**config.mk**
```make
export PLATFORM = sky130hd
export DESIGN_NAME = mmu_ram_sequencer
export DESIGN_NICKNAME = d
export VERILOG_FILES = /design/src/rtl/mmu_pkg.sv /design/src/rtl/mmu_slot_timer.sv /design/src/rtl/mmu_ram_sequencer.sv
export SDC_FILE = /design/constraint.sdc
export NUM_CORES = 1
export LEC_CHECK = 0
export CELL_PAD_IN_SITES_DETAIL_PLACEMENT = 1
export CELL_PAD_IN_SITES_GLOBAL_PLACEMENT = 1
export CORE_ASPECT_RATIO = 0.5
export CORE_MARGIN = 2
export CORE_UTILIZATION = 48
export DETAILED_ROUTE_END_ITERATION = 8
export DONT_BUFFER_PORTS = 1
export HOLD_SLACK_MARGIN = 0.1
export PLACE_DENSITY_LB_ADDON = 0.1
export SETUP_SLACK_MARGIN = 0.3
export SKIP_LAST_GASP = 1
export SYNTH_ARGS = -nofsm -noshare
export SYNTH_HDL_FRONTEND = slang
export SYNTH_SLANG_ARGS = --single-unit
```
**constraint.sdc**
```tcl
create_clock -name CLKX4 -period 2.35 [get_ports CLKX4]
set_clock_uncertainty 0.2 [all_clocks]
set_input_delay 0.47 -clock CLKX4 [delete_from_list [all_inputs] [get_ports CLKX4]]
set_output_delay 0.47 -clock CLKX4 [all_outputs]
set_load 0.1 [all_outputs]
```
**src/rtl/mmu_pkg.sv**
```systemverilog
// Shared definitions for the MMU mapping-RAM sequencer: sequencer states,
// slot phases, chip-select codes and the default map entry for an address.
package mmu_pkg;

   localparam int MMU_ENTRIES = 256;

   localparam logic [1:0] CS_ROM0 = 2'b00;
   localparam logic [1:0] CS_ROM1 = 2'b01;
   localparam logic [1:0] CS_RAM  = 2'b10;
   localparam logic [1:0] CS_EXT  = 2'b11;

   typedef enum logic [1:0] {
      ST_FILL   = 2'd0,
      ST_VERIFY = 2'd1,
      ST_IDLE   = 2'd2,
      ST_HOST   = 2'd3
   } seq_state_t;

   typedef enum logic [1:0] {
      PH_IDLE = 2'd0,
      PH_A    = 2'd1,
      PH_H    = 2'd2
   } slot_phase_t;

   // Slot 7 of every task maps ROM0 page 7; the other slots map RAM pages.
   function automatic logic [7:0] default_entry(input logic [7:0] addr,
                                                input logic [1:0] def_cs,
                                                input logic [7:0] top_entry);
      if (addr[2:0] == 3'd7)
         return top_entry;
      return {def_cs, 3'b000, addr[2:0]};
   endfunction

endpackage

```
**src/rtl/mmu_slot_timer.sv**
```systemverilog
// Free-slot detector and A/H access sequencer for the MMU RAM port.
// A request offered while a slot is detected is launched into the next
// CLKX4 cycle ({QX,EX}=00, A) and held for one more cycle (10, H).
import mmu_pkg::*;

module mmu_slot_timer (
   input  logic       CLKX4,
   input  logic       nRESET,
   input  logic       QX,
   input  logic       EX,
   input  logic       MRDY,
   input  logic       start_req,
   input  logic       start_we,
   input  logic [7:0] start_addr,
   input  logic [7:0] start_wdata,
   input  logic [7:0] MMU_DATA_IN,
   output logic       slot_next,
   output logic       acc_done,
   output logic [7:0] rd_data,
   output logic       seq_own,
   output logic [7:0] seq_addr,
   output logic [7:0] seq_wdata,
   output logic       seq_data_oe,
   output logic       seq_nWR,
   output logic       seq_nRD
);

   slot_phase_t phase;
   logic        we_q;

   // A stretched E cycle (MRDY low) never offers a slot.
   assign slot_next = ({QX, EX} == 2'b01) & MRDY;
   assign acc_done  = (phase == PH_H);

   // Slot phase sequencing with registered strobes and bus ownership.
   always_ff @(posedge CLKX4 or negedge nRESET) begin
      if (!nRESET) begin
         phase       <= PH_IDLE;
         we_q        <= 1'b0;
         rd_data     <= 8'h00;
         seq_own     <= 1'b0;
         seq_addr    <= 8'h00;
         seq_wdata   <= 8'h00;
         seq_data_oe <= 1'b0;
         seq_nWR     <= 1'b1;
         seq_nRD     <= 1'b1;
      end else begin
         case (phase)
            PH_IDLE: begin
               if (slot_next && start_req) begin
                  phase       <= PH_A;
                  we_q        <= start_we;
                  seq_own     <= 1'b1;
                  seq_addr    <= start_addr;
                  seq_wdata   <= start_wdata;
                  seq_data_oe <= start_we;
                  seq_nWR     <= ~start_we;
                  seq_nRD     <= start_we;
               end
            end
            PH_A: begin
               phase   <= PH_H;
               seq_nWR <= 1'b1;
               seq_nRD <= 1'b1;
               if (!we_q)
                  rd_data <= MMU_DATA_IN;
            end
            PH_H: begin
               phase       <= PH_IDLE;
               seq_own     <= 1'b0;
               seq_data_oe <= 1'b0;
            end
            default: begin
               phase   <= PH_IDLE;
               seq_own <= 1'b0;
               seq_nWR <= 1'b1;
               seq_nRD <= 1'b1;
            end
         endcase
      end
   end

endmodule

```
**src/rtl/mmu_ram_sequencer.sv**
```systemverilog
// MMU mapping-RAM sequencer: fills every entry with its default map after
// reset while the CPU is held off, then serves single host accesses.
// Optional build macro MMU_INIT_VERIFY_EN adds a read-back verify pass and
// the sticky init_err output.
//
// state     | meaning
// ----------+-------------------------------------------------------------
// ST_FILL   | write default entry fill_cnt in each free slot
// ST_VERIFY | read back entry fill_cnt and compare with its default
// ST_IDLE   | wait for a free slot with hst_req high
// ST_HOST   | latched host access in flight; ack after its hold cycle
import mmu_pkg::*;

module mmu_ram_sequencer #(
   parameter logic [1:0] DEF_CS      = CS_RAM,
   parameter logic [7:0] TOP_ENTRY   = {CS_ROM0, 6'h07},
   parameter int         NUM_ENTRIES = MMU_ENTRIES
) (
   input  logic       CLKX4,
   input  logic       nRESET,
   input  logic       QX,
   input  logic       EX,
   input  logic       MRDY,
   input  logic [7:0] MMU_DATA_IN,
   output logic       seq_own,
   output logic [7:0] seq_addr,
   output logic [7:0] seq_wdata,
   output logic       seq_data_oe,
   output logic       seq_nWR,
   output logic       seq_nRD,
   output logic       cpu_run,
   output logic       init_done,
`ifdef MMU_INIT_VERIFY_EN
   output logic       init_err,
`endif
   input  logic       hst_req,
   input  logic       hst_we,
   input  logic [7:0] hst_addr,
   input  logic [7:0] hst_wdata,
   output logic       hst_ack,
   output logic [7:0] hst_rdata
);

   localparam logic [7:0] LAST = 8'(NUM_ENTRIES - 1);

   seq_state_t state;
   logic [7:0] fill_cnt;
   logic       lat_we;

   logic       slot_next;
   logic       acc_done;
   logic [7:0] rd_data;
   logic       start_req;
   logic       start_we;
   logic [7:0] start_addr;
   logic [7:0] start_wdata;

   // Offer the next access to the slot timer: fill and verify always have
   // one pending, the host only while idle and requesting.
   always_comb begin
      start_req   = 1'b0;
      start_we    = 1'b0;
      start_addr  = fill_cnt;
      start_wdata = default_entry(fill_cnt, DEF_CS, TOP_ENTRY);
      case (state)
         ST_FILL: begin
            start_req = 1'b1;
            start_we  = 1'b1;
         end
         ST_VERIFY: begin
            start_req = 1'b1;
         end
         ST_IDLE: begin
            start_req   = hst_req;
            start_we    = hst_we;
            start_addr  = hst_addr;
            start_wdata = hst_wdata;
         end
         default: ;
      endcase
   end

   mmu_slot_timer u_slot (
      .CLKX4       (CLKX4),
      .nRESET      (nRESET),
      .QX          (QX),
      .EX          (EX),
      .MRDY        (MRDY),
      .start_req   (start_req),
      .start_we    (start_we),
      .start_addr  (start_addr),
      .start_wdata (start_wdata),
      .MMU_DATA_IN (MMU_DATA_IN),
      .slot_next   (slot_next),
      .acc_done    (acc_done),
      .rd_data     (rd_data),
      .seq_own     (seq_own),
      .seq_addr    (seq_addr),
      .seq_wdata   (seq_wdata),
      .seq_data_oe (seq_data_oe),
      .seq_nWR     (seq_nWR),
      .seq_nRD     (seq_nRD)
   );

   // Sequencer state, fill counter and host handshake.
   always_ff @(posedge CLKX4 or negedge nRESET) begin
      if (!nRESET) begin
         state     <= ST_FILL;
         fill_cnt  <= 8'h00;
         lat_we    <= 1'b0;
         cpu_run   <= 1'b0;
         init_done <= 1'b0;
         hst_ack   <= 1'b0;
         hst_rdata <= 8'h00;
`ifdef MMU_INIT_VERIFY_EN
         init_err  <= 1'b0;
`endif
      end else begin
         hst_ack <= 1'b0;
         case (state)
            ST_FILL: begin
               if (acc_done) begin
                  if (fill_cnt == LAST) begin
                     fill_cnt <= 8'h00;
`ifdef MMU_INIT_VERIFY_EN
                     state <= ST_VERIFY;
`else
                     state     <= ST_IDLE;
                     init_done <= 1'b1;
                     cpu_run   <= 1'b1;
`endif
                  end else begin
                     fill_cnt <= fill_cnt + 8'd1;
                  end
               end
            end
`ifdef MMU_INIT_VERIFY_EN
            ST_VERIFY: begin
               if (acc_done) begin
                  if (rd_data != default_entry(fill_cnt, DEF_CS, TOP_ENTRY))
                     init_err <= 1'b1;
                  if (fill_cnt == LAST) begin
                     fill_cnt  <= 8'h00;
                     state     <= ST_IDLE;
                     init_done <= 1'b1;
                     cpu_run   <= 1'b1;
                  end else begin
                     fill_cnt <= fill_cnt + 8'd1;
                  end
               end
            end
`endif
            ST_IDLE: begin
               if (slot_next && hst_req) begin
                  state  <= ST_HOST;
                  lat_we <= hst_we;
               end
            end
            ST_HOST: begin
               if (acc_done) begin
                  hst_ack <= 1'b1;
                  if (!lat_we)
                     hst_rdata <= rd_data;
                  state <= ST_IDLE;
               end
            end
            default: state <= ST_FILL;
         endcase
      end
   end

endmodule

```
==> results.toml, run 1 <==
[power]
p_leak_nw = 1.20
clkPwrFrac_pct = 20.4
p_switching_mw = 1.06
total_power_mw = 2.57
sequentialPowerShare_pct = 45.9
ir_drop_v = 0.000528
p_comb_share_pct = 33.7
p_int_mw = 1.52
p_sw_share_pct = 41.0
power_per_cell_area_nw_per_um2 = 973

[setup_path]
r2r_start = "state[0]"
timing.rr.end = "fill_cnt[5]"
critPathKind = "flip-flop to output port"
r2r_slack_ns = 0.38
crit_path_max_fanout = 3
r2r_cells = 4
crit_start = "init_done"
critPathLaunchType = "flip-flop"
required_ns = 1.68
end_kind = "output port"
arrival_ns = 1.32
crit_cells = 0
crit_end = "cpu_run"

[final_layout]
layout-drive-gt1-share_pct = 28.4
syn2layout_area_growth_pct = 19.0
diodes = 0
final_nets = 261
post-route-util_pct = 59.8
stdcell_count = 286

[place]
io_buffers = 0
dp_hpwl_mm = 3.33
place_inst = 271
routabilityCongestion = 0.758

[global_route]
grt_usage_pct = 20.4
grt_pass1_wl_mm = 7.91
grt_max_degree = 53
overflow = 0
grt_pass1_vias = 1688
antenna_found_initial = 0

[drt]
drc = 0
first_pass_iters = 4
num_vias = 1521
vias_per_cell = 5.32
drt_wl_total_mm = 4.82
wl_per_cell_um = 16.8
drtIter0Drc = 33
ant_nets = 0

[floorplan]
start_util_pct = 50.2
die_w_um = 100
ios = 62
floorplan.rows = 17
fp.dieH_um = 52.1
core_region_area_um2 = 4420
dieArea_um2 = 5220

[synth]
synthesis.instances = 198
yosys_warnings = 0
syn-cell-area_um2 = 2220
yosys_most_used_dff = "dfrtp_1"
synth_cell_type_count = 38
synth_nets = 231
synth_seq_cells = 52
ys_seq_area_share_pct = 58.7
avgSynthCellArea_um2 = 11.2
synth_async_sr_flop_share_pct = 100
synth_edf_count = 0

[clock_tree]
cts-htree-levels = 2
cts_buffers = 5
clk_pin_slew_ns = 0.09
clockRootBuffer = "clkbuf_8"
cts.sink_count = 52
cts_tree = "done"
clk_latency_ns = 0.30
clockBufferDepth = 2

[timing]
rsz0062_at_grt = "true"
finalCritPeriodShare_pct = 84.6
whs_ns = 0.110
relSlewSlack_pct = 35.8
hold_viol_final = 0
worst_pin_slew_ns = 0.964
finalSetupViolations = 0
maxSlewViolCount = 0
finalSetupTns_ns = 0
fmaxAchievable_mhz = 503
final.min_clock_period_ns = 1.99

[worst_hold_path]
hp-class = "primary input to flip-flop"

[run]
maxCapViolCount = 0

[status]
outcome = "finished, final reports clean"
[worst min-delay path by stage]
stage	from	end	slack (ns)	cells past startpoint
2_1_floorplan	nRESET	fill_cnt[0]	-0.03	0
3_3_place_gp	nRESET	u_slot.seq_data_oe	-0.02	0
3_5_place_dp	nRESET	u_slot.seq_data_oe	-0.02	0
4_1_cts	hst_addr[7]	u_slot.seq_addr[7]	0.10	2
5_1_grt	MMU_DATA_IN[7]	u_slot.rd_data[7]	0.10	1
6_report	hst_wdata[3]	u_slot.seq_wdata[3]	0.11	2
[logic make-up after synthesis]
| kind of cell | count (synthesis) | share of synthesized area, % |
|---|---|---|
| and+or+nand+nor | 70 | 16.3 |
| muxes | 19 | 9.57 |
| DFF | 52 | 58.7 |
| adders and majority gates | 2 | 1.13 |
| xor gates and xnor gates | 2 | 0.788 |
| buffers and inverters | 19 | 3.94 |
| AOI/OAI and AO/OA | 34 | 9.57 |
[flip-flops by register name, indices dropped and copies added (netlist names)]
name and flops:
hst_rdata 8, u_slot.seq_data_oe 1, lat_we 1, u_slot.seq_addr 8
u_slot.we_q 1, u_slot.phase 2, init_done 1, hst_ack 1
u_slot.seq_own 1, u_slot.seq_wdata 8, state 2, u_slot.rd_data 8
u_slot.seq_nRD 1, u_slot.seq_nWR 1, fill_cnt 8
[cells in the final DEF, fill, tap and decap left out, drive strengths merged, types with 4 or more instances in the layout]
| cell type | Yosys | layout |
|---|---|---|
| buf | 5 | 26 |
| nor2 | 21 | 21 |
| dfrtp | 50 | 50 |
| a31oi | 7 | 7 |
| nor3 | 6 | 6 |
| o21ai | 11 | 11 |
| inv | 10 | 10 |
| clkbuf | 4 | 7 |
| a22o | 4 | 4 |
| nand2 | 18 | 18 |
| a21oi | 7 | 7 |
| or3 | 4 | 4 |
| mux2 | 18 | 18 |
| nand3 | 6 | 6 |
| dlygate4sd3 | 0 | 6 |
[power by group through the flow]
stage                     combinational [mW]  clock, mW  sequential [mW]
after floorplan                        0.210          0             1.64
after global placement                 0.821          0             1.19
after detailed placement               0.841          0             1.20
after CTS                              0.874      0.545             1.18
after global routing                   0.918      0.582             1.20
final                                  0.867      0.525             1.18
[final cells by class]
class / instances / area, µm²
Clock buffer: 7 / 86.3
Sequential cell: 52 / 1310
Timing Repair Buffer: 32 / 288
Inverter: 10 / 37.5
Clock inverter: 1 / 7.51
Fill cell: 473 / 1780
Tap cell: 57 / 71.3
Multi-Input combinational cell: 127 / 847
[metal layers]
layer  track usage (%)  routed length, µm
met2              35.5               2340
met4              6.85                 47
met1              23.9               2130
met5                 0                  0
met3              7.12                300
[synth_stat cells, types with 2 or more instances]
cell,count,area (µm²)
nor2b_1,3,18.8
nor3_2,3,30.0
nor2_1,21,78.8
nand2b_1,3,18.8
o21ai_0,11,55.1
clkbuf_1,3,11.3
mux2_2,18,203
nand2_1,18,67.6
buf_2,3,15.0
a31oi_1,7,43.8
ha_1,2,25.0
nor3_1,2,10.0
o211ai_1,2,15.0
a21oi_1,7,35.0
or3_1,4,25.0
xor2_1,2,17.5
a22o_1,4,35.0
dfstp_2,2,52.6
and2_1,2,12.5
inv_1,9,33.8
nand3_1,6,30.0
dfrtp_1,50,1250
[timing repair]
action / in CTS / in global routing
hold buffers: 6 / 1
pin swaps: 0 / 1
setup buffers: 0 / 0
gates resized for setup: 1 / 4
endpoints found under the hold margin: 56 / 1
setup endpoints to repair: 4 / 18
gates cloned: 0 / 0
[through the flow]
stage	instance area [µm²]	worst slack, ns
after floorplan	2220	0.346
after global placement	2440	0.299
after detailed placement	2440	0.236
after CTS	2620	0.343
after global routing	2650	0.282
final	2650	0.363
Power figures use the tool's default switching activity.
==> inputs of run 2 (changes only) <==
Settings changed: CORE_UTILIZATION 48 to 43.
Clock period 2.35 ns to 1.6 ns, I/O delays scaled along.
==> results.toml, run 2 (synthesis gave the netlist of run 1 again) <==
[floorplan]
floorplan.rows = 18
fp.dieH_um = 54.8
die_w_um = 106
core_region_area_um2 = 4950
ios = 62
start_util_pct = 44.8
dieArea_um2 = 5790

[place]
io_buffers = 0
place_inst = 282
placed_area_um2 = 2590
routabilityCongestion = 0.757
pre_cts_ws_ns = -0.354
dp_hpwl_mm = 3.67

[drt]
wl_met2_mm = 4.38
vias_per_cell = 5.60
drt_wl_total_mm = 8.58
maxUsedRoutingLayer = "met4"
drt-met1-wl_mm = 3.66
first_pass_iters = 4
drtIter0Drc = 77
met3_length_um = 449
num_vias = 1871
ant_nets = 0
wl_per_cell_um = 25.7
drc = 0

[setup_path]
max_stage_delay_ns = 0.41
end_kind = "flip-flop"
cpMostUsedCell = "buf_12"
crit_slowest_cell = "dfrtp_1"
r2r_slack_ns = -0.36
critPathKind = "flip-flop to flip-flop"
r2r_cells = 9
r2r_start = "state[0]"
arrival_ns = 1.95
required_ns = 1.60
path_cells = "buf_6, nand2b_4, a211oi_4, nand2_2, clkinv_4, buf_12, buf_12, buf_16, a31oi_1"
crit_path_max_fanout = 8
timing.rr.end = "u_slot.seq_addr[5]"
critPathLaunchType = "flip-flop"

[timing]
worst_pin_slew_ns = 0.578
hold_viol_final = 52
finalSetupViolations = 45
relSlewSlack_pct = 61.4
fmaxAchievable_mhz = 511
finalCritPeriodShare_pct = 122
rsz0062_at_grt = "true"
final.min_clock_period_ns = 1.96
setup_slack_ns = -0.355
maxSlewViolCount = 0
finalSetupTns_ns = -11.44
whs_ns = -0.517

[power]
p_leak_nw = 1.47
total_power_mw = 4.15
power_per_cell_area_nw_per_um2 = 1170
ir_drop_v = 0.000794

[clock_tree]
clockBufferDepth = 2
clockRootBuffer = "clkbuf_8"
hold_buffers = 25
clk_pin_slew_ns = 0.10
cts_buffers = 5
cts_tree = "done"
cts-htree-levels = 2
cts.sink_count = 52
clk_latency_ns = 0.32

[run]
maxCapViolCount = 0

[final_layout]
fin_area_um2 = 3560
stdcell_count = 334
layout-drive-gt1-share_pct = 54.9
diodes = 0
post-route-util_pct = 71.8
num-fill-cells = 452
final_common_cell = "dfrtp_4"
register_area_um2 = 1420
final_nets = 296
mostFrequentLayoutCells = "dfrtp_4, dlygate4sd3_1, dfrtp_1, buf_4"
syn2layout_area_growth_pct = 60.1
multi_input_area_um2 = 1170

[worst_hold_path]
hp-class = "primary input to asynchronous set/reset pin"

[global_route]
grt_pass1_vias = 2000
grt_max_degree = 53
antenna_found_initial = 1
grt_pass1_wl_mm = 10.5
grt_usage_pct = 25.0
overflow = 0

[status]
outcome = "finished, violations left"
violations = "hold timing, setup timing"
## run 2: worst max-delay path by stage
| stage | startpoint | end | cells past startpoint |
|---|---|---|---|
| after floorplan | state[0] | fill_cnt[5] | 6 |
| after global placement | state[1] | fill_cnt[5] | 4 |
| after CTS | u_slot.phase[0] | fill_cnt[5] | 4 |
| final | state[0] | u_slot.seq_addr[5] | 9 |
| after global routing | state[0] | u_slot.seq_data_oe | 8 |
| after detailed placement | state[1] | fill_cnt[5] | 4 |
## run 2: what timing repair did
action,CTS,global route
setup endpoints to repair,81,81
pin swaps,11,7
cloned,2,1
buffers inserted,9,7
hold endpoints to repair,77,52
gates resized for setup,61,38
## run 2: layer usage
layer  vias up  track usage, %
li1        816               -
met1       983            28.2
met2        63            47.8
met3         9            7.74
met4         0            6.58
met5         -               0
## run 2: area by class of cell
type	count	area share, %
clock buffer	7	2.14
clock inverter	1	0.141
inverter	10	1.34
multi-input combinational	127	33.0
sequential	52	39.8
tap	70	2.46
timing repair buffer	67	21.1
## run 2: worst max-delay path, delay by kind of cell (launching register included)
family	cells	cell delay, ns
simple gates	2	0.28
compound gates	2	0.35
buf+inv	5	0.58
flops	1	0.41
## run 2: where the power goes
part           internal [mW]  total [mW]  switching, mW  leakage [nW]
Sequential              1.61        2.56          0.959         0.623
Combinational          0.437       0.829          0.392         0.802
Clock                  0.309       0.760          0.451        0.0422
==> inputs of run 3 (changes only) <==
Settings changed: CORE_MARGIN 2 to 1.5.
==> results.toml, run 3 (synthesis gave the netlist of run 1 again) <==
[final_layout]
final_nets = 297
layout-drive-gt1-share_pct = 55.1
final_common_cell = "dfrtp_4"
mostFrequentLayoutCells = "dfrtp_4, dlygate4sd3_1, dfrtp_1, buf_4, mux2_4"
syn2layout_area_growth_pct = 62.7
diodes = 0
num-fill-cells = 450

[timing]
finalCritPeriodShare_pct = 121
maxSlewViolCount = 0
worst_pin_slew_ns = 0.332
relSlewSlack_pct = 77.9
fmaxAchievable_mhz = 515
finalSetupTns_ns = -7.50
final.min_clock_period_ns = 1.94
whs_ns = -0.513
finalSetupViolations = 40
hold_viol_final = 52
rsz0062_at_grt = "true"
setup_slack_ns = -0.341

[status]
outcome = "finished, violations left"
violations = "hold timing, setup timing"

[setup_path]
cpMostUsedCell = "buf_6"
path_cells = "buf_6, nand2b_4, a211oi_4, nand2_2, clkinv_4, buf_6, buf_16, o211ai_1, o21ai_1"
max_stage_delay_ns = 0.41
r2r_start = "state[0]"
end_kind = "flip-flop"
critPathLaunchType = "flip-flop"
critPathKind = "flip-flop to flip-flop"
crit_path_max_fanout = 8
timing.rr.end = "u_slot.seq_wdata[1]"
r2r_cells = 9
crit_start = "state[0]"
required_ns = 1.63
crit_slowest_cell = "dfrtp_1"
arrival_ns = 1.97
r2r_slack_ns = -0.34

[clock_tree]
cts.sink_count = 52
clockRootBuffer = "clkbuf_8"
clk_pin_slew_ns = 0.10
clk_latency_ns = 0.32
cts_tree = "done"
cts-htree-levels = 2
clockBufferDepth = 2
cts_buffers = 5

[drt]
drc = 0
first_pass_iters = 4
num_vias = 1905
drt_wl_total_mm = 8.78
ant_nets = 0
vias_per_cell = 5.69
drtIter0Drc = 54
wl_per_cell_um = 26.2

[power]
power_per_cell_area_nw_per_um2 = 1190
clkPwrFrac_pct = 21.2
p_sw_share_pct = 41.6
sequentialPowerShare_pct = 59.7
p_switching_mw = 1.80
p_int_mw = 2.52
p_leak_nw = 1.50
ir_drop_v = 0.000797
p_comb_share_pct = 19.1

[global_route]
overflow = 0
antenna_found_initial = 0
grt_pass1_vias = 1948
grt_usage_pct = 25.3
grt_pass1_wl_mm = 10.5
grt_max_degree = 53

[place]
io_buffers = 0
routabilityCongestion = 0.699
pre_cts_ws_ns = -0.328
dp_hpwl_mm = 3.58

[worst_hold_path]
hp-class = "primary input to asynchronous set/reset pin"

[floorplan]
ios = 62
fp.dieH_um = 53.8
start_util_pct = 44.8
die_w_um = 105
floorplan.rows = 18
dieArea_um2 = 5630
core_region_area_um2 = 4950

[run]
maxCapViolCount = 0
==> run 3: cell types whose count changed in the layout (fill, tap and decap cells not counted), sizes merged <==
cell,delta
buf,+1
bufinv,+1
clkbuf,-1
==> run 3: routing by layer <==
metal | vias up | wire length (µm) | global-route usage, %
met5 | - | 0 | 0
met3 | 18 | 351 | 6.05
met1 | 1005 | 3610 | 29.7
li1 | 814 | - | -
met2 | 68 | 4570 | 49.1
met4 | 0 | 242 | 5.94
==> run 3: power by group through the flow <==
stage	clock network (mW)	logic (mW)	registers (mW)
floorplan	0	0.364	2.45
global placement	0	0.469	2.47
detailed placement	0	0.498	2.49
CTS	0.907	0.647	2.53
global route	0.971	0.873	2.60
finish	0.914	0.823	2.58
==> run 3: how the worst max path moves through the flow <==
| stage | to | slack, ns | cells after the start |
|---|---|---|---|
| after global placement | fill_cnt[5] | -0.30 | 4 |
| after global routing | u_slot.seq_wdata[1] | -0.40 | 9 |
| after CTS | u_slot.seq_wdata[1] | -0.24 | 9 |
| after detailed placement | fill_cnt[5] | -0.33 | 4 |
| final | u_slot.seq_wdata[1] | -0.34 | 9 |
| after floorplan | fill_cnt[5] | -0.31 | 6 |
==> run 3: stage by stage <==
| stage | total power [mW] | cell area (µm²) | util [%] | std cells |
|---|---|---|---|---|
| floorplan | 2.81 | 2400 | - | 198 |
| global placement | 2.94 | 2620 | 52.8 | 283 |
| detailed placement | 2.99 | 2620 | 52.8 | 283 |
| CTS | 4.08 | 3330 | 67.2 | 326 |
| global route | 4.44 | 3610 | 73.0 | 335 |
| finish | 4.32 | 3610 | 73.0 | 335 |
==> run 3: final cells by class <==
cell class	instances	area (µm²)	area share [%]
timing repair buffer	68	753	20.8
clock inverter	2	35.0	0.969
clock buffer	6	72.6	2.01
inverter	10	45.0	1.25
tap	70	87.6	2.42
multi-input combinational	127	1200	33.3
sequential	52	1420	39.2
==> run 3: critical path, delay by kind of cell (launching register included) <==
family / cells / cell delay, ns
AND/OR/NAND/NOR: 2 / 0.27
AO/OA/AOI/OAI: 3 / 0.49
flip-flops: 1 / 0.41
buffers and inverters: 4 / 0.50
==> run 3: timing repair <==
| item | in CTS | in global routing |
|---|---|---|
| pin swaps | 11 | 10 |
| setup endpoints to repair | 81 | 81 |
| cloned | 3 | 1 |
| hold buffers | 24 | 1 |
| resized for setup | 66 | 44 |
| setup buffers | 8 | 7 |
| endpoints found under the hold margin | 77 | 53 |
==> patch 1: new RTL, flow settings as in run 1 <==
Add a define of `MMU_INIT_VERIFY_EN`.
--- a/src/rtl/mmu_ram_sequencer.sv
+++ b/src/rtl/mmu_ram_sequencer.sv
@@ -9,6 +9,8 @@
 // ST_VERIFY | read back entry fill_cnt and compare with its default
 // ST_IDLE   | wait for a free slot with hst_req high
 // ST_HOST   | latched host access in flight; ack after its hold cycle
+`define MMU_INIT_VERIFY_EN
+
 import mmu_pkg::*;
 
 module mmu_ram_sequencer #(
Behaviour (old outputs only; new: init_err): no difference found for any inputs over 10 cycles, from zero or initial values and one cycle with nRESET low; that may be too few to reach the edited logic, so the function may still have changed.
==> patch 1 against run 1 <==
Sequential cell count increased by 1. Synthesized area increased by 7.9%. Wire length increased by 18%. Power increased by 5.7%. Synthesized cell count increased by 11%. Die area increased by 7.4%. Non-clock buffer count decreased by 1. Final area increased by 6.3%. Setup slack improved by 0.0014 ns. Fmax about the same. Worst hold slack got worse by 0.00098 ns. Global-route usage increased by 0.33 points.
==> patch 1: results (changes against run 1) <==
- Antenna diode count: 0 (unchanged)
- The share of the yosys chip area belonging to registers came to 0.5543 (-0.03243).
* Remaining routing DRC violations: 0 (unchanged)
- The post-placement worst setup slack is 0.3798 ns (+0.1440 ns).
- The total nets after synthesis is 252 (+9.1%).
- The half-perimeter wire length of the detailed placement result was 4078 µm (+22%).
* Number of global-route vias before repair: 1737 (+2.9%)
- Worst min path class: input port to flip-flop
- H-tree depth: 2 (unchanged)
- Tightest slew margin relative to the limit: 0.3598 (+0.002251)
- The global-route wire length before repair came to 8811 µm (+11%).
* Length of the first detailed-routing pass in iterations: 4 (unchanged)
* Weighted congestion at the end of routability-driven global placement: 0.8250 (+8.8%)
- Routed wirelength normalized by instance count: 18.01 µm (+7.0%)
- The post-placement cell count was 300 (+11%).
- GRT Total Usage: 0.2068 (+0.003276)
- Initial antenna violation count: 0 (unchanged)
- The largest net degree at the start of global routing was 54 (+1.9%).
* Yosys cell types: 40 (+5.3%)
* CP max FO: 3 (unchanged)
- The per-instance average area after synthesis came to 10.95 µm² (-2.5%).
- The worst endpoint data arrival time is 1.32 ns (about the same).
- The warning count from the yosys run is 0 (unchanged).
* Outcome: complete, no violations
- Clock latency at the later pin of the worst-skew pair: 0.30 ns (about the same)
- Fin nets: 278 (+6.5%)
- The final cell count without fillers is 316 (+10%).
- Bufs on Longest Clock Path: 2 (unchanged)
- Filler cells: 542 (+15%)
* Placed cell areas: 2589 µm² (+5.9%)
* Total CTS buffers: 5 (unchanged)
- Clock transition at the registers of the reported paths: 0.09 ns (about the same)
* Leakage: 1.283 nW (+6.5%)
* Async set-reset flop share out of synthesis: 1.000 (unchanged)
- The number of vias per cell came to 5.506 (+3.5%).
- Peak ir drop on the vdd network: 0.4365 mV (-17%)
- The share of post-route cells with drive strength above 1 is 0.2398 (-0.04401).
- P per Cell Area: 967.7 nW/µm² (-0.51%)
- Detailed Route Iter0 Violations: 70 (+110%)
- Top area cells in the synthesized netlist: sky130_fd_sc_hd__dfrtp_1 (53%), sky130_fd_sc_hd__mux2_2 (8.0%), sky130_fd_sc_hd__nand2_1 (5.0%)
* Top cells by instance count after synthesis: sky130_fd_sc_hd__dfrtp_1 (51), sky130_fd_sc_hd__nand2_1 (32), sky130_fd_sc_hd__mux2_2 (17), sky130_fd_sc_hd__o21ai_0 (13)
- Post-synth top flop: sky130_fd_sc_hd__dfrtp_1
- CTS placed an instance of sky130_fd_sc_hd__clkbuf_8 at the clock tree root.
- Number of input and output port buffers inserted: 0 (unchanged)
patch 1: where the power goes:
group          switching (mW)  internal (mW)  leakage, nW
clock network           0.295          0.347       0.0574
registers               0.184           1.06        0.696
logic                   0.594          0.244        0.530
total                    1.07           1.65         1.28
patch 1: final cells by class:
cell class                 count  share of cell area
sequential                    53              0.4735
inverter                       5            0.006676
tap                           70             0.03115
clock inverter                 2             0.01335
clock buffer                   6             0.02937
timing repair buffer          31             0.09613
multi-input combinational    149              0.3498
patch 1: what timing repair did:
| action | 4_1_cts | 5_1_grt |
|---|---|---|
| endpoints found under the hold margin | 54 | 5 |
| setup buffers | 0 | 0 |
| gates resized for setup | 0 | 3 |
| endpoints found under the setup margin | 0 | 3 |
| hold buffers | 3 | 5 |
patch 1: layer usage:
layer / wire, µm / up-vias / GRT usage
met2: 2562 / 56 / 0.3322
li1: - / 816 / -
met5: 0 / - / 0
met1: 2757 / 866 / 0.2852
met3: 356 / 2 / 0.06538
met4: 12 / 0 / 0.03378
patch 1: worst paths after layout:
kind                                            end                 from  depth (start not counted)  slack, ns
min in group asynchronous       u_slot.seq_wdata[1]               nRESET                          2       0.46
worst min-delay path            u_slot.seq_wdata[3]         hst_wdata[3]                          2       0.11
worst min register to register  u_slot.seq_wdata[2]  u_slot.seq_wdata[2]                          2       0.30
worst max register to register         hst_rdata[2]      u_slot.phase[1]                          3       0.45
worst max-delay path                      init_done            init_done                          0       0.36
max in group asynchronous            u_slot.seq_nRD               nRESET                          2       1.18
patch 1: cell families after synthesis:
family                   count (synthesis)  share of synthesized area
multiplexers                            24                     0.1091
AO/OA/AOI/OAI                           44                     0.1049
flip-flops                              53                     0.5543
buffers and inverters                   17                    0.03705
AND/OR/NAND/NOR                         74                     0.1660
XOR/XNOR                                 5                    0.01827
adder cells (fa/ha/maj)                  2                    0.01044
==> patch 2: new RTL, flow settings as in run 1 <==
Made on the original files. The 3 values of `slot_phase_t` get a one-hot encoding in 3 bits.
--- a/src/rtl/mmu_pkg.sv
+++ b/src/rtl/mmu_pkg.sv
@@ -16,10 +16,10 @@
       ST_HOST   = 2'd3
    } seq_state_t;
 
-   typedef enum logic [1:0] {
-      PH_IDLE = 2'd0,
-      PH_A    = 2'd1,
-      PH_H    = 2'd2
+   typedef enum logic [2:0] {
+      PH_IDLE = 3'b001,
+      PH_A    = 3'b010,
+      PH_H    = 3'b100
    } slot_phase_t;
 
    // Slot 7 of every task maps ROM0 page 7; the other slots map RAM pages.
Formal check against the unedited RTL: same outputs for any inputs over 10 cycles, from zero or initial values and one cycle with nRESET low; not proved beyond that.
==> patch 2 against run 1 <==
Sequential power shrank 8%. Setup slack gained 0.016 ns. Combinational power is 46% lower. Largest cell class unchanged. Final cell count up 11%. Clock power shrank 2%. Final area rose by 7.6%. Power shrank 19%. Sequential cell count increased by 1. Synthesized area grew 6.1%. Wire length increased by 6.7%.
==> patch 2: results (changes against run 1) <==
* Share of cells above drive strength 1: 0.2579 (-0.02591)
* CP max FO: 8 (+5)
* Fin nets: 284 (+8.8%)
- GRT Total Usage: 0.1989 (-0.004650)
* Filler cells: 517 (+9.3%)
- The post-placement worst setup slack is 0.3112 ns (+0.07539 ns).
- Internal power: 1.323 mW (-13%)
- Detailed Route Iter0 Violations: 31 (-6.1%)
* Transition at the pin with the smallest max-transition slack: 0.9518 ns (-0.01190 ns)
- The total nets after synthesis is 246 (+6.5%).
* Data arrival, critical path: 1.97 ns (+0.65 ns)
* Routed wirelength normalized by instance count: 16.15 µm (-4.0%)
* Slew Viols, Final: 0 (unchanged)
* Clock root buffer: sky130_fd_sc_hd__clkbuf_8
- The commonest cells after synthesis are sky130_fd_sc_hd__dfrtp_1 (50), sky130_fd_sc_hd__nand2_1 (33), sky130_fd_sc_hd__mux2_2 (18), sky130_fd_sc_hd__nor2_1 (16), sky130_fd_sc_hd__o21ai_0 (11).
- The count of cell types in the netlist is 37 (-2.6%).
* Async set-reset flop share out of synthesis: 1.000 (unchanged)
- Top area cells in the synthesized netlist: sky130_fd_sc_hd__dfrtp_1 (53%), sky130_fd_sc_hd__mux2_2 (8.6%), sky130_fd_sc_hd__nand2_1 (5.3%)
* First-pass GRT wire length: 8190 µm (+3.6%)
- Clock latency at the later pin of the worst-skew pair: between 0.3 and 0.4 ns
* Ys Warns: 0 (unchanged)
- Peak ir drop on the vdd network: 0.3781 mV (-28%)
- Among all flip-flop cells after synthesis, the most frequent one is sky130_fd_sc_hd__dfrtp_1.
- Category of cells accounting for the largest share of critical-path delay: simple AND/OR/NAND/NOR gates
- The flow ran to the end, and the final reports show no timing, DRC or antenna violations.
- Leakage: 1.311 nW (+8.8%)
- The number of vias per cell was 5.283 (-0.66%).
* H-tree depth: 2 (unchanged)
- Largest net degree at the start of global routing: 54 (+1.9%)
- The initial antenna violation count is 0 (unchanged).
- Weighted congestion at the end of routability-driven global placement: 0.8028 (+5.9%)
* Seq/Total Area, Yosys: 0.5639 (-0.02279)
* Number of global-route vias before repair: 1739 (+3.0%)
- After clock tree synthesis, the clock-pin slew on the worst setup and hold paths is 0.10 ns.
* Half-perimeter wire length of the detailed placement result: 3557 µm (+6.7%)
## patch 2: cell types whose count changed after synthesis, moves of 3 or more
cell                      delta
sky130_fd_sc_hd__and3_1      +3
sky130_fd_sc_hd__inv_1       -3
sky130_fd_sc_hd__nand2_1    +15
sky130_fd_sc_hd__nor3_2      -3
sky130_fd_sc_hd__a21oi_1     -3
sky130_fd_sc_hd__xnor2_1     +5
sky130_fd_sc_hd__nor2_1      -5
sky130_fd_sc_hd__nor4_4      +3
## patch 2: routing by layer
metal	vias up	global-route usage	part of all wire
met5	-	0	0
met2	42	0.3366	0.45
met3	8	0.08312	0.071
met1	819	0.2413	0.46
met4	0	0.04825	0.013
li1	811	-	-
## patch 2: cell families after synthesis
family          share of synthesized area
xor+xnor                          0.01857
buf+inv                           0.04137
simple gates                       0.1952
fa+ha+maj                         0.01061
flops                              0.5639
mux                               0.08594
compound gates                    0.08435
## patch 2: stage by stage
step	area, µm²	hold WS (ns)	instances
2_1_floorplan	2359	-0.02559	213
3_3_place_gp	2547	-0.02456	291
3_5_place_dp	2547	-0.02446	291
4_1_cts	2763	0.1010	310
5_1_grt	2845	0.1005	318
6_report	2845	0.1076	318
## patch 2: area by class of cell
| class | instances | area [µm²] | share of cell area |
|---|---|---|---|
| Tap cell | 66 | 82.58 | 0.02902 |
| Sequential cell | 53 | 1334 | 0.4688 |
| Clock inverter | 1 | 7.507 | 0.002639 |
| Multi-Input combinational cell | 142 | 939.7 | 0.3303 |
| Timing Repair Buffer | 43 | 382.9 | 0.1346 |
| Clock buffer | 7 | 76.32 | 0.02682 |
| Inverter | 6 | 22.52 | 0.007916 |
## patch 2: path summary, 6_finish.rpt
check                                    startpoint                   to  slack (ns)  cells past startpoint
worst max register to register      u_slot.phase[1]    u_slot.rd_data[0]        0.38                      3
worst max-delay path                u_slot.phase[1]    u_slot.rd_data[0]        0.38                      3
worst min-delay path                    hst_addr[5]   u_slot.seq_addr[5]        0.11                      2
max in group asynchronous                    nRESET       u_slot.seq_nRD        1.19                      2
min in group asynchronous                    nRESET          fill_cnt[3]        0.46                      2
worst min register to register  u_slot.seq_wdata[0]  u_slot.seq_wdata[0]        0.30                      2
## patch 2: timing repair
item,CTS,global route
buffers inserted,0,2
resized for setup,1,3
endpoints found under the setup margin,4,21
cloned,0,0
pin swaps,0,0
hold buffers,11,6
endpoints found under the hold margin,62,6
## patch 2: power groups by stage
stage | sequential (mW) | combinational, mW | clock (mW)
after floorplan | 1.36 | 0.0916 | 0
after global placement | 1.11 | 0.419 | 0
after detailed placement | 1.11 | 0.425 | 0
after CTS | 1.10 | 0.464 | 0.523
after global routing | 1.10 | 0.499 | 0.571
final | 1.09 | 0.472 | 0.514
